## src/rtl/vga_stream_display_if.sv

```systemverilog
// vga_stream_display_if: frame-buffer read port plus VGA pin bundle
// Signals:
//   mem_addr, mem_rd_en  read request from the display to the frame buffer
//   mem_data             {R,G,B} 4:4:4 word returned by the frame buffer
//   vga_out_r/g/b        colour pins
//   vga_out_hs/vs        active-low sync pins
// Modports: master = display engine, slave = frame buffer / pin observer.
interface vga_stream_display_if #(
    parameter int ADDR_W = 19
);
    logic [ADDR_W-1:0] mem_addr;
    logic              mem_rd_en;
    logic [11:0]       mem_data;
    logic [3:0]        vga_out_r;
    logic [3:0]        vga_out_g;
    logic [3:0]        vga_out_b;
    logic              vga_out_hs;
    logic              vga_out_vs;

    modport master (
        output mem_addr, mem_rd_en,
        input  mem_data,
        output vga_out_r, vga_out_g, vga_out_b, vga_out_hs, vga_out_vs
    );

    modport slave (
        input  mem_addr, mem_rd_en,
        output mem_data,
        input  vga_out_r, vga_out_g, vga_out_b, vga_out_hs, vga_out_vs
    );
endinterface

```

## src/rtl/vga_stream_display.sv

```systemverilog
// vga_stream_display: VGA timing generator streaming a frame buffer to the pins with colour modes
// Ports:
//   clk, rst_n        pixel clock, asynchronous active-low reset
//   display_enable    request to show the frame buffer
//   mode, threshold   colour mode (0 pass, 1 gray, 2 invert, 3 threshold) and mode-3 level
//   bus (master)      frame-buffer read port and VGA colour/sync pins
//   pixel_x, pixel_y  raw horizontal/vertical timing counters
//   frame_start       one-clock pulse at h=0, v=0
//   displaying        high while a frame is shown or being finished
module vga_stream_display #(
    parameter int H_ACTIVE = 640,
    parameter int H_FP     = 16,
    parameter int H_SYNC   = 96,
    parameter int H_BP     = 48,
    parameter int V_ACTIVE = 480,
    parameter int V_FP     = 10,
    parameter int V_SYNC   = 2,
    parameter int V_BP     = 33,
    parameter int ADDR_W   = 19,
    parameter int RD_LAT   = 1
) (
    input  logic                 clk,
    input  logic                 rst_n,
    input  logic                 display_enable,
    input  logic [1:0]           mode,
    input  logic [3:0]           threshold,
    vga_stream_display_if.master bus,
    output logic [11:0]          pixel_x,
    output logic [11:0]          pixel_y,
    output logic                 frame_start,
    output logic                 displaying
);
    localparam logic [11:0] H_ACT  = 12'(H_ACTIVE);
    localparam logic [11:0] HS_BEG = 12'(H_ACTIVE + H_FP);
    localparam logic [11:0] HS_END = 12'(H_ACTIVE + H_FP + H_SYNC);
    localparam logic [11:0] H_LAST = 12'(H_ACTIVE + H_FP + H_SYNC + H_BP - 1);
    localparam logic [11:0] V_ACT  = 12'(V_ACTIVE);
    localparam logic [11:0] VS_BEG = 12'(V_ACTIVE + V_FP);
    localparam logic [11:0] VS_END = 12'(V_ACTIVE + V_FP + V_SYNC);
    localparam logic [11:0] V_LAST = 12'(V_ACTIVE + V_FP + V_SYNC + V_BP - 1);

    typedef enum logic [1:0] {IDLE, WAIT_FRAME, DISPLAY, FINISH} state_t;

    state_t            state_q, state_d;
    logic [11:0]       h_q, h_d, v_q, v_d;
    logic [ADDR_W-1:0] addr_q, addr_d, addr_base;
    logic [1:0]        mode_q;
    logic [3:0]        thr_q;
    logic [RD_LAT:0]   hs_dly_q, vs_dly_q;
    logic [RD_LAT-1:0] act_dly_q;
    logic [11:0]       col_q, col_d, pix;
    logic [5:0]        y_sum;
    logic [3:0]        y;
    logic              active, hs_raw, vs_raw, rd_en;

    always_comb begin
        h_d         = (h_q == H_LAST) ? 12'd0 : h_q + 12'd1;
        v_d         = (h_q != H_LAST) ? v_q : (v_q == V_LAST) ? 12'd0 : v_q + 12'd1;
        active      = (h_q < H_ACT) && (v_q < V_ACT);
        hs_raw      = !((h_q >= HS_BEG) && (h_q < HS_END));
        vs_raw      = !((v_q >= VS_BEG) && (v_q < VS_END));
        // Gated by rst_n so the pulse stays low while reset is held at the origin.
        frame_start = rst_n && (h_q == 12'd0) && (v_q == 12'd0);
    end

    always_comb begin
        state_d = state_q;
        case (state_q)
            IDLE:       if (display_enable) state_d = WAIT_FRAME;
            WAIT_FRAME: if (!display_enable) state_d = IDLE;
                        else if (frame_start) state_d = DISPLAY;
            // Dropping enable exactly at the frame boundary skips the whole next frame.
            DISPLAY:    if (!display_enable) state_d = frame_start ? IDLE : FINISH;
            FINISH:     if (frame_start) state_d = IDLE;
            default:    state_d = IDLE;
        endcase
        // Next state is used so the first pixel of a frame is fetched on the entry cycle.
        rd_en     = active && (state_d == DISPLAY || state_d == FINISH);
        addr_base = frame_start ? '0 : addr_q;
        addr_d    = addr_base + ADDR_W'(rd_en);
    end

    always_comb begin
        y_sum = {2'b00, bus.mem_data[11:8]} + {1'b0, bus.mem_data[7:4], 1'b0} + {2'b00, bus.mem_data[3:0]};
        y     = 4'(y_sum >> 2);
        pix   = (mode_q == 2'd0) ? bus.mem_data :
                (mode_q == 2'd1) ? {3{y}} :
                (mode_q == 2'd2) ? ~bus.mem_data :
                {3{(y >= thr_q) ? 4'hF : 4'h0}};
        // act_dly_q's last stage marks the cycle mem_data belongs to a fetched pixel.
        col_d = act_dly_q[RD_LAT-1] ? pix : 12'h000;
    end

    always_ff @(posedge clk or negedge rst_n) begin
        if (!rst_n) begin
            state_q   <= IDLE;
            h_q       <= '0;
            v_q       <= '0;
            addr_q    <= '0;
            mode_q    <= '0;
            thr_q     <= '0;
            hs_dly_q  <= '1;
            vs_dly_q  <= '1;
            act_dly_q <= '0;
            col_q     <= '0;
        end else begin
            state_q   <= state_d;
            h_q       <= h_d;
            v_q       <= v_d;
            addr_q    <= addr_d;
            if (frame_start) begin
                mode_q <= mode;
                thr_q  <= threshold;
            end
            hs_dly_q  <= {hs_dly_q[RD_LAT-1:0], hs_raw};
            vs_dly_q  <= {vs_dly_q[RD_LAT-1:0], vs_raw};
            act_dly_q <= RD_LAT'({act_dly_q, rd_en});
            col_q     <= col_d;
        end
    end

    assign bus.mem_addr   = addr_base;
    assign bus.mem_rd_en  = rd_en;
    assign bus.vga_out_r  = col_q[11:8];
    assign bus.vga_out_g  = col_q[7:4];
    assign bus.vga_out_b  = col_q[3:0];
    assign bus.vga_out_hs = hs_dly_q[RD_LAT];
    assign bus.vga_out_vs = vs_dly_q[RD_LAT];
    assign pixel_x        = h_q;
    assign pixel_y        = v_q;
    assign displaying     = (state_q == DISPLAY) || (state_q == FINISH);
endmodule

```

## src/flat_wrapper.sv

```systemverilog
// flat-port wrapper written by rule: the top's interface ports become plain ports
module vga_stream_display_flat 
#(
    parameter int H_ACTIVE = 640,
    parameter int H_FP     = 16,
    parameter int H_SYNC   = 96,
    parameter int H_BP     = 48,
    parameter int V_ACTIVE = 480,
    parameter int V_FP     = 10,
    parameter int V_SYNC   = 2,
    parameter int V_BP     = 33,
    parameter int ADDR_W   = 19,
    parameter int RD_LAT   = 1
)
  (clk, rst_n, display_enable, mode, threshold, pixel_x, pixel_y, frame_start, displaying, bus_mem_addr, bus_mem_rd_en, bus_mem_data, bus_vga_out_r, bus_vga_out_g, bus_vga_out_b, bus_vga_out_hs, bus_vga_out_vs);
  vga_stream_display_if #(.ADDR_W(ADDR_W)) bus_i ();
  input  logic clk;
  input  logic rst_n;
  input  logic display_enable;
  input  logic [1:0] mode;
  input  logic [3:0] threshold;
  output logic [11:0] pixel_x;
  output logic [11:0] pixel_y;
  output logic frame_start;
  output logic displaying;
  output wire logic [$bits(bus_i.mem_addr)-1:0] bus_mem_addr;
  output wire logic [$bits(bus_i.mem_rd_en)-1:0] bus_mem_rd_en;
  input wire logic [$bits(bus_i.mem_data)-1:0] bus_mem_data;
  output wire logic [$bits(bus_i.vga_out_r)-1:0] bus_vga_out_r;
  output wire logic [$bits(bus_i.vga_out_g)-1:0] bus_vga_out_g;
  output wire logic [$bits(bus_i.vga_out_b)-1:0] bus_vga_out_b;
  output wire logic [$bits(bus_i.vga_out_hs)-1:0] bus_vga_out_hs;
  output wire logic [$bits(bus_i.vga_out_vs)-1:0] bus_vga_out_vs;
  assign bus_mem_addr = bus_i.mem_addr;
  assign bus_mem_rd_en = bus_i.mem_rd_en;
  assign bus_i.mem_data = bus_mem_data;
  assign bus_vga_out_r = bus_i.vga_out_r;
  assign bus_vga_out_g = bus_i.vga_out_g;
  assign bus_vga_out_b = bus_i.vga_out_b;
  assign bus_vga_out_hs = bus_i.vga_out_hs;
  assign bus_vga_out_vs = bus_i.vga_out_vs;
  vga_stream_display #(.H_ACTIVE(H_ACTIVE), .H_FP(H_FP), .H_SYNC(H_SYNC), .H_BP(H_BP), .V_ACTIVE(V_ACTIVE), .V_FP(V_FP), .V_SYNC(V_SYNC), .V_BP(V_BP), .ADDR_W(ADDR_W), .RD_LAT(RD_LAT)) u_core (.clk(clk), .rst_n(rst_n), .display_enable(display_enable), .mode(mode), .threshold(threshold), .bus(bus_i), .pixel_x(pixel_x), .pixel_y(pixel_y), .frame_start(frame_start), .displaying(displaying));
endmodule
```

## config.mk

```make
export PLATFORM = sky130hd
export DESIGN_NAME = vga_stream_display_flat
export DESIGN_NICKNAME = d
export VERILOG_FILES = /design/src/rtl/vga_stream_display_if.sv /design/src/rtl/vga_stream_display.sv /design/src/flat_wrapper.sv
export SDC_FILE = /design/constraint.sdc
export NUM_CORES = 1
export LEC_CHECK = 0
export CORE_MARGIN = 2
export CORE_UTILIZATION = 40
export DETAILED_ROUTE_END_ITERATION = 8
export PLACE_DENSITY = 0.62
export RECOVER_POWER = 25
export SETUP_SLACK_MARGIN = 0.02
export SLEW_MARGIN = 20
export SYNTH_ARGS = -nofsm -noshare
export SYNTH_HDL_FRONTEND = slang
export SYNTH_SLANG_ARGS = --single-unit
```

## constraint.sdc

```tcl
create_clock -name clk -period 4.9 [get_ports clk]
set_input_delay 0.98 -clock clk [delete_from_list [all_inputs] [get_ports clk]]
set_output_delay 0.98 -clock clk [all_outputs]
set_load 0.1 [all_outputs]
```

## Yosys cells after proc, flatten, opt, wreduce, memory -nomap -nowiden

Cells that the tools add are included.

- Bits in latches: 0
- Memory bits (read-only): 0
- Memories kept: 0
- Register bits: 68
- Input bits: 21
- Memory bits (writable): 0

- Bitwise gates (word level): 1
- Equal/unequal tests: 10
- $mul: 0
- Muxes and demuxes: 15
- Shift operators: 0
- $lt $le $gt $ge: 7
- $add $sub $neg: 5
- Reduce and logical (&&, ||, !) cells: 14
- Divide/modulo/power cells: 0

Operators with widths:

| cell | number |
|---|---|
| $mux 12 | 6 |
| $add 12x1->12 const B | 2 |
| $eq 12x10->1 const B | 2 |
| $logic_not 12->1 | 2 |
| $lt 12x10->1 const B | 2 |
| $lt 12x9->1 const B | 2 |
| $add 19x1->19 | 1 |
| $mux 19 | 1 |
| $ge 12x10->1 const B | 1 |
| $ge 12x9->1 const B | 1 |
| $mux 2 | 6 |
| $ne 12x10->1 const B | 1 |
| $not 12->12 | 1 |
| $eq 2x2->1 const B | 5 |
| $pmux 2 s4 | 1 |
| $add 4x5->6 | 1 |
| $add 6x4->6 | 1 |
| $logic_and 1x1->1 | 6 |
| $eq 2x1->1 const B | 2 |
| $ge 4x4->1 | 1 |
| $logic_not 2->1 | 2 |
| $mux 4 | 1 |
| $logic_not 1->1 | 2 |
| $logic_or 1x1->1 | 2 |

## Logic depth before layout (Yosys ltp)

- Word-level depth: 10
- Mapped depth: 14
- Depth with buffers taken out: 12

## Least setup slack after synthesis

Ideal clock, no wire load.

- Path type: register -> register
- Start point: register u_core.v_q[2], in the netlist u_core.pixel_y[2]
- End point: register u_core.addr_q[18]
- Slack: -0.258 ns
- Arrival time: 5.081 ns
- Cell stages (with the launch flop): 11
- Buffers on the path: 1
- Cells stage by stage: dfrtp_1 > clkbuf_1 > nor4_1 > nand3_1 > or4_1 > a21oi_1 > ha_1 > ha_1 > nand3_1 > or4_1 > a21oi_1

- Longest elaborated chain between the ends: 9
- Elaborated cells on any way between the ends: 16
- Those cells by class: 1 x add/sub; 1 x order compare; 2 x eq/ne; 7 x mux; 5 x reduce/logical

Ends and longest elaborated chain:

| element | RTL line | text |
|---|---|---|
| from (decl) | vga_stream_display.sv:45 | `logic [11:0] h_q, h_d, v_q, v_d;` |
| from (signal assigned) | vga_stream_display.sv:109 | `v_q <= v_d;` |
| $logic_not 12->1 | vga_stream_display.sv:63 | `frame_start = rst_n && (h_q == 12'd0) && (v_q == 12'd0);` |
| $logic_and 1x1->1 | vga_stream_display.sv:63 |  |
| $mux 2 (on tied branches) | vga_stream_display.sv:73, vga_stream_display.sv:71 |  |
| $mux 2 (on tied branches) | vga_stream_display.sv:73, vga_stream_display.sv:70 |  |
| $pmux 2 s4 | vga_stream_display.sv:68 | `case (state_q)` |
| $eq 2x2->1 | vga_stream_display.sv:78 | `rd_en = active && (state_d == DISPLAY \|\| state_d == FINISH);` |
| $logic_or 1x1->1 | vga_stream_display.sv:78 |  |
| $logic_and 1x1->1 * | vga_stream_display.sv:78 |  |
| net bus_mem_rd_en | flat_wrapper.sv:27 | `output wire logic [$bits(bus_i.mem_rd_en)-1:0] bus_mem_rd_en;` |
| $add 19x1->19 * | vga_stream_display.sv:80 | `addr_d = addr_base + ADDR_W'(rd_en);` |
| net u_core.addr_d[18] | vga_stream_display.sv:46 | `logic [ADDR_W-1:0] addr_q, addr_d, addr_base;` |
| to (signal assigned) | vga_stream_display.sv:110 | `addr_q <= addr_d;` |
| to (decl) | vga_stream_display.sv:46 |  |

Mark *: on every way through the listed nets, which the timed path passes. The rest lies on a longest branch.
A chain may end at the register's enable or synchronous reset.

## Worst setup path after layout

- Start point: input bus_mem_data[4]
- End point: register u_core.col_q[9]

- Longest elaborated chain between the ends: 8

Ends and longest elaborated chain:

| element | RTL line | text |
|---|---|---|
| from (decl) | flat_wrapper.sv:28 | `input wire logic [$bits(bus_i.mem_data)-1:0] bus_mem_data;` |
| $add 4x5->6 * | vga_stream_display.sv:84 | `y_sum = {2'b00, bus.mem_data[11:8]} + {1'b0, bus.mem_data[7:4], 1'b0} + {2'b00, bus.mem_data[3:0]};` |
| $add 6x4->6 * | vga_stream_display.sv:84 |  |
| $ge 4x4->1 | vga_stream_display.sv:89 | `{3{(y >= thr_q) ? 4'hF : 4'h0}};` |
| $mux 4 | vga_stream_display.sv:89 |  |
| $mux 12 | vga_stream_display.sv:88 | `(mode_q == 2'd2) ? ~bus.mem_data :` |
| $mux 12 * | vga_stream_display.sv:87 | `(mode_q == 2'd1) ? {3{y}} :` |
| $mux 12 * | vga_stream_display.sv:86 | `pix = (mode_q == 2'd0) ? bus.mem_data :` |
| $mux 12 * | vga_stream_display.sv:91 | `col_d = act_dly_q[RD_LAT-1] ? pix : 12'h000;` |
| net u_core.col_d[9] | vga_stream_display.sv:51 | `logic [11:0] col_q, col_d, pix;` |
| to (signal assigned) | vga_stream_display.sv:118 | `col_q <= col_d;` |
| to (decl) | vga_stream_display.sv:51 |  |

Marked as above.

==> flow_metrics.env <==
export IMPL_ios=81
export IMPL_clock_sinks=68
export IMPL_rows=35
export IMPL_cpMaxStageDelayCell="clkdlybuf4s50_1"
export IMPL_max_freq_mhz=255.4
export IMPL_startpoint="bus_mem_data[4]"
export IMPL_avgSynthCellArea_um2=9.847
export IMPL_drive_above_1_share_pct=12.31
export IMPL_synth_compound_area_share_pct=8.426
export IMPL_num_nets_final=496
export IMPL_vias_per_cell=5.383
export IMPL_async_flop_share_pct=100.0
export IMPL_crit_arrival_ns=4.10
export IMPL_criticalPathCategory="in2reg"
export IMPL_fin_ws_ns=0.9843
export IMPL_gp_congestion=0.8514
export IMPL_path_buf_inv=3
export IMPL_antenna_found_initial=0
export IMPL_hold_start="u_core.vs_dly_q[0]"
export IMPL_grt_pass1_vias=3043
export IMPL_clockRootBuffer="clkbuf_8"
export IMPL_chipHeight_um=100.3
export IMPL_r2r_start="u_core.pixel_y[4]"
export IMPL_clk_pin_slew_ns=0.07
export IMPL_wl_um=8404
export IMPL_grt_max_degree=69
export IMPL_skew_ns=0.01596
export IMPL_synth_ff_type="dfrtp_1"
export IMPL_hold_viol=0
export IMPL_syn_nets=415
export IMPL_cp_start_kind="primary input"
export IMPL_totalPowerFinal_mw=1.578
export IMPL_cts_resized=0
export IMPL_cts_made_buffers=9
export IMPL_synth_top_cell_area_share_pct=43.14
export IMPL_num_fill_cells=820
export IMPL_powerDensity_nw_per_um2=315.6
export IMPL_crit_path_cell_trace="clkdlybuf4s50_1 -> fa_1 -> and3_1 -> fa_1 -> xnor2_1 -> inv_1 -> ha_1 -> a211o_1 -> a221oi_1 -> buf_4 -> a211oi_1"
export IMPL_yosysMostFrequentCell="dfrtp_1"
export IMPL_status="finished with violations"
export IMPL_grt_ovfl_total=0
export IMPL_dieWidth_um=100.3
export IMPL_slowest_delay_ns=0.54
export IMPL_synth_seq_cells=68
export IMPL_clk_path_buf_depth=2
export IMPL_hold_path_class="reg2reg"
export IMPL_syn_area_um2=3712
export IMPL_synth_seq_area_share_pct=45.97
export IMPL_violations="max-capacitance violations, max-slew violations"
export IMPL_worst_pin_slew_ns=1.657
export IMPL_dr_pass1_iters=4
export IMPL_grt_pass1_wl_um=14490
export IMPL_detail_route_antenna_nets=0
export IMPL_clk_latency_ns=0.34
export IMPL_setup_violations=0
export IMPL_cpLargestDelayFamily="adder cells"
export IMPL_ir_drop_mv=0.1767
export IMPL_synth_common_cells="64 x dfrtp_1, 40 x nor2_1, 20 x and2_1, 19 x inv_1, 19 x nand3_1"
export IMPL_ys_warn_count=0
export IMPL_netlist_cell_type_count=50
export IMPL_grt_setup_unrepaired="false"
export IMPL_drv_slew=69
export IMPL_fin_hold_ws_ns=0.3572
export IMPL_cellLeakagePower_nw=2.165
export IMPL_area_growth_pct=34.68
export IMPL_cts_setup_buffers=0
export IMPL_synth_xor_area_share_pct=7.550
export IMPL_endpoint_kind="flip-flop"
export IMPL_drcViolationCount=0
export IMPL_wire_per_inst_um=14.64
export IMPL_hold_buffers=0
export IMPL_setup_tns_ns=0
export IMPL_die_area_um2=10070
export IMPL_finalCritPeriodShare_pct=79.91
export IMPL_max_slew_margin_pct=-10.49
export IMPL_synth_top_family_by_area="simple AND/OR/NAND/NOR gates"
export IMPL_vias=3090
export IMPL_cts_tree="built"
export IMPL_synth_area_leaders="dfrtp_1 43%, ha_1 4.4%, nor2_1 4.0%"
export IMPL_crit_top_cell="fa_1"
export IMPL_synth_fa_ha_area_share_pct=6.539
export IMPL_initial_core_util_pct=40.76
export IMPL_yosysTopAreaCell="dfrtp_1"
export IMPL_maxCapViolCount=1
export IMPL_critical_path_required_ns=5.08
export IMPL_fin_crit_ns=3.916
export IMPL_syn_inst=377
export IMPL_critPathMaxFanout=9
export IMPL_yosys_area_share_simple_pct=25.48
export IMPL_hpwlAfterDp_um=6171
export IMPL_coreArea_um2=9109
export IMPL_antenna_cells=0
export IMPL_synth_edf_count=0
export IMPL_synthMuxAreaShare_pct=2.359
export IMPL_place_ws_ns=0.6412
export IMPL_h_tree_depth=3
export IMPL_track_usage_pct=18.03
export IMPL_drtIter0Drc=99
export IMPL_io_buffers=80
-- sequential cells by signal (all words and copies together) (netlist names) --
name,cells
u_core.act_dly_q,1
u_core.addr_q,19
u_core.col_q,12
u_core.hs_dly_q,2
u_core.mode_q,2
u_core.pixel_x,12
u_core.pixel_y,12
u_core.state_q,2
u_core.thr_q,4
u_core.vs_dly_q,2
-- power by group --
group,leakage [nW],switching (mW),internal [mW]
registers,0.897,0.0317,0.593
clock network,0.100,0.212,0.249
logic,1.17,0.333,0.160
total,2.16,0.576,1.00
-- cell families after synthesis --
group / after synthesis
compound gates: 50
xor+xnor: 32
fa+ha+maj: 17
buf+inv: 33
flops: 68
mux: 8
simple gates: 169
-- metal layers --
metal / track usage, % / up-vias / part of all wire, %
met2: 28.81 / 96 / 46
met1: 24.34 / 1478 / 47
met5: 0 / - / 0
li1: - / 1506 / -
met3: 3.621 / 10 / 5.0
met4: 6.639 / 0 / 1.5
-- layout make-up --
type	instances	area, um^2	area share (%)
Timing Repair Buffer	83	1012	20.25
Clock buffer	12	145.1	2.903
Multi-Input combinational cell	276	1873	37.46
Clock inverter	4	48.80	0.9760
Sequential cell	68	1707	34.13
Tap cell	111	138.9	2.778
Inverter	20	75.07	1.502
-- final timing paths --
kind                                 endpoint  slack, ns  depth (start not counted)
setup reg to reg            u_core.addr_q[18]       1.27                          9
min in group asynchronous  u_core.pixel_y[11]       1.28                          2
hold reg to reg            u_core.vs_dly_q[1]       0.36                          0
hold / removal             u_core.vs_dly_q[1]       0.36                          0
setup / recovery              u_core.col_q[9]       0.98                         11
max in group asynchronous     u_core.col_q[9]       2.64                          2
-- placed cells by master (no fill, tap or decap), types with 17 or more instances in the layout --
master and count:
buf_12 20, inv_1 19, nor2_1 40, dfrtp_1 64, and2_1 20, xor2_1 17
nand3_1 19, clkdlybuf4s50_1 58
-- metrics by stage --
step / area [um^2] / cells / utilization, %
finish: 5000 / 574 / 54.89
global route: 5000 / 574 / 54.89
CTS: 5004 / 574 / 54.93
detailed placement: 4810 / 558 / 52.80
global placement: 4810 / 558 / 52.80
floorplan: 3716 / 377 / -
No activity file was read; power rests on OpenSTA's default activity.
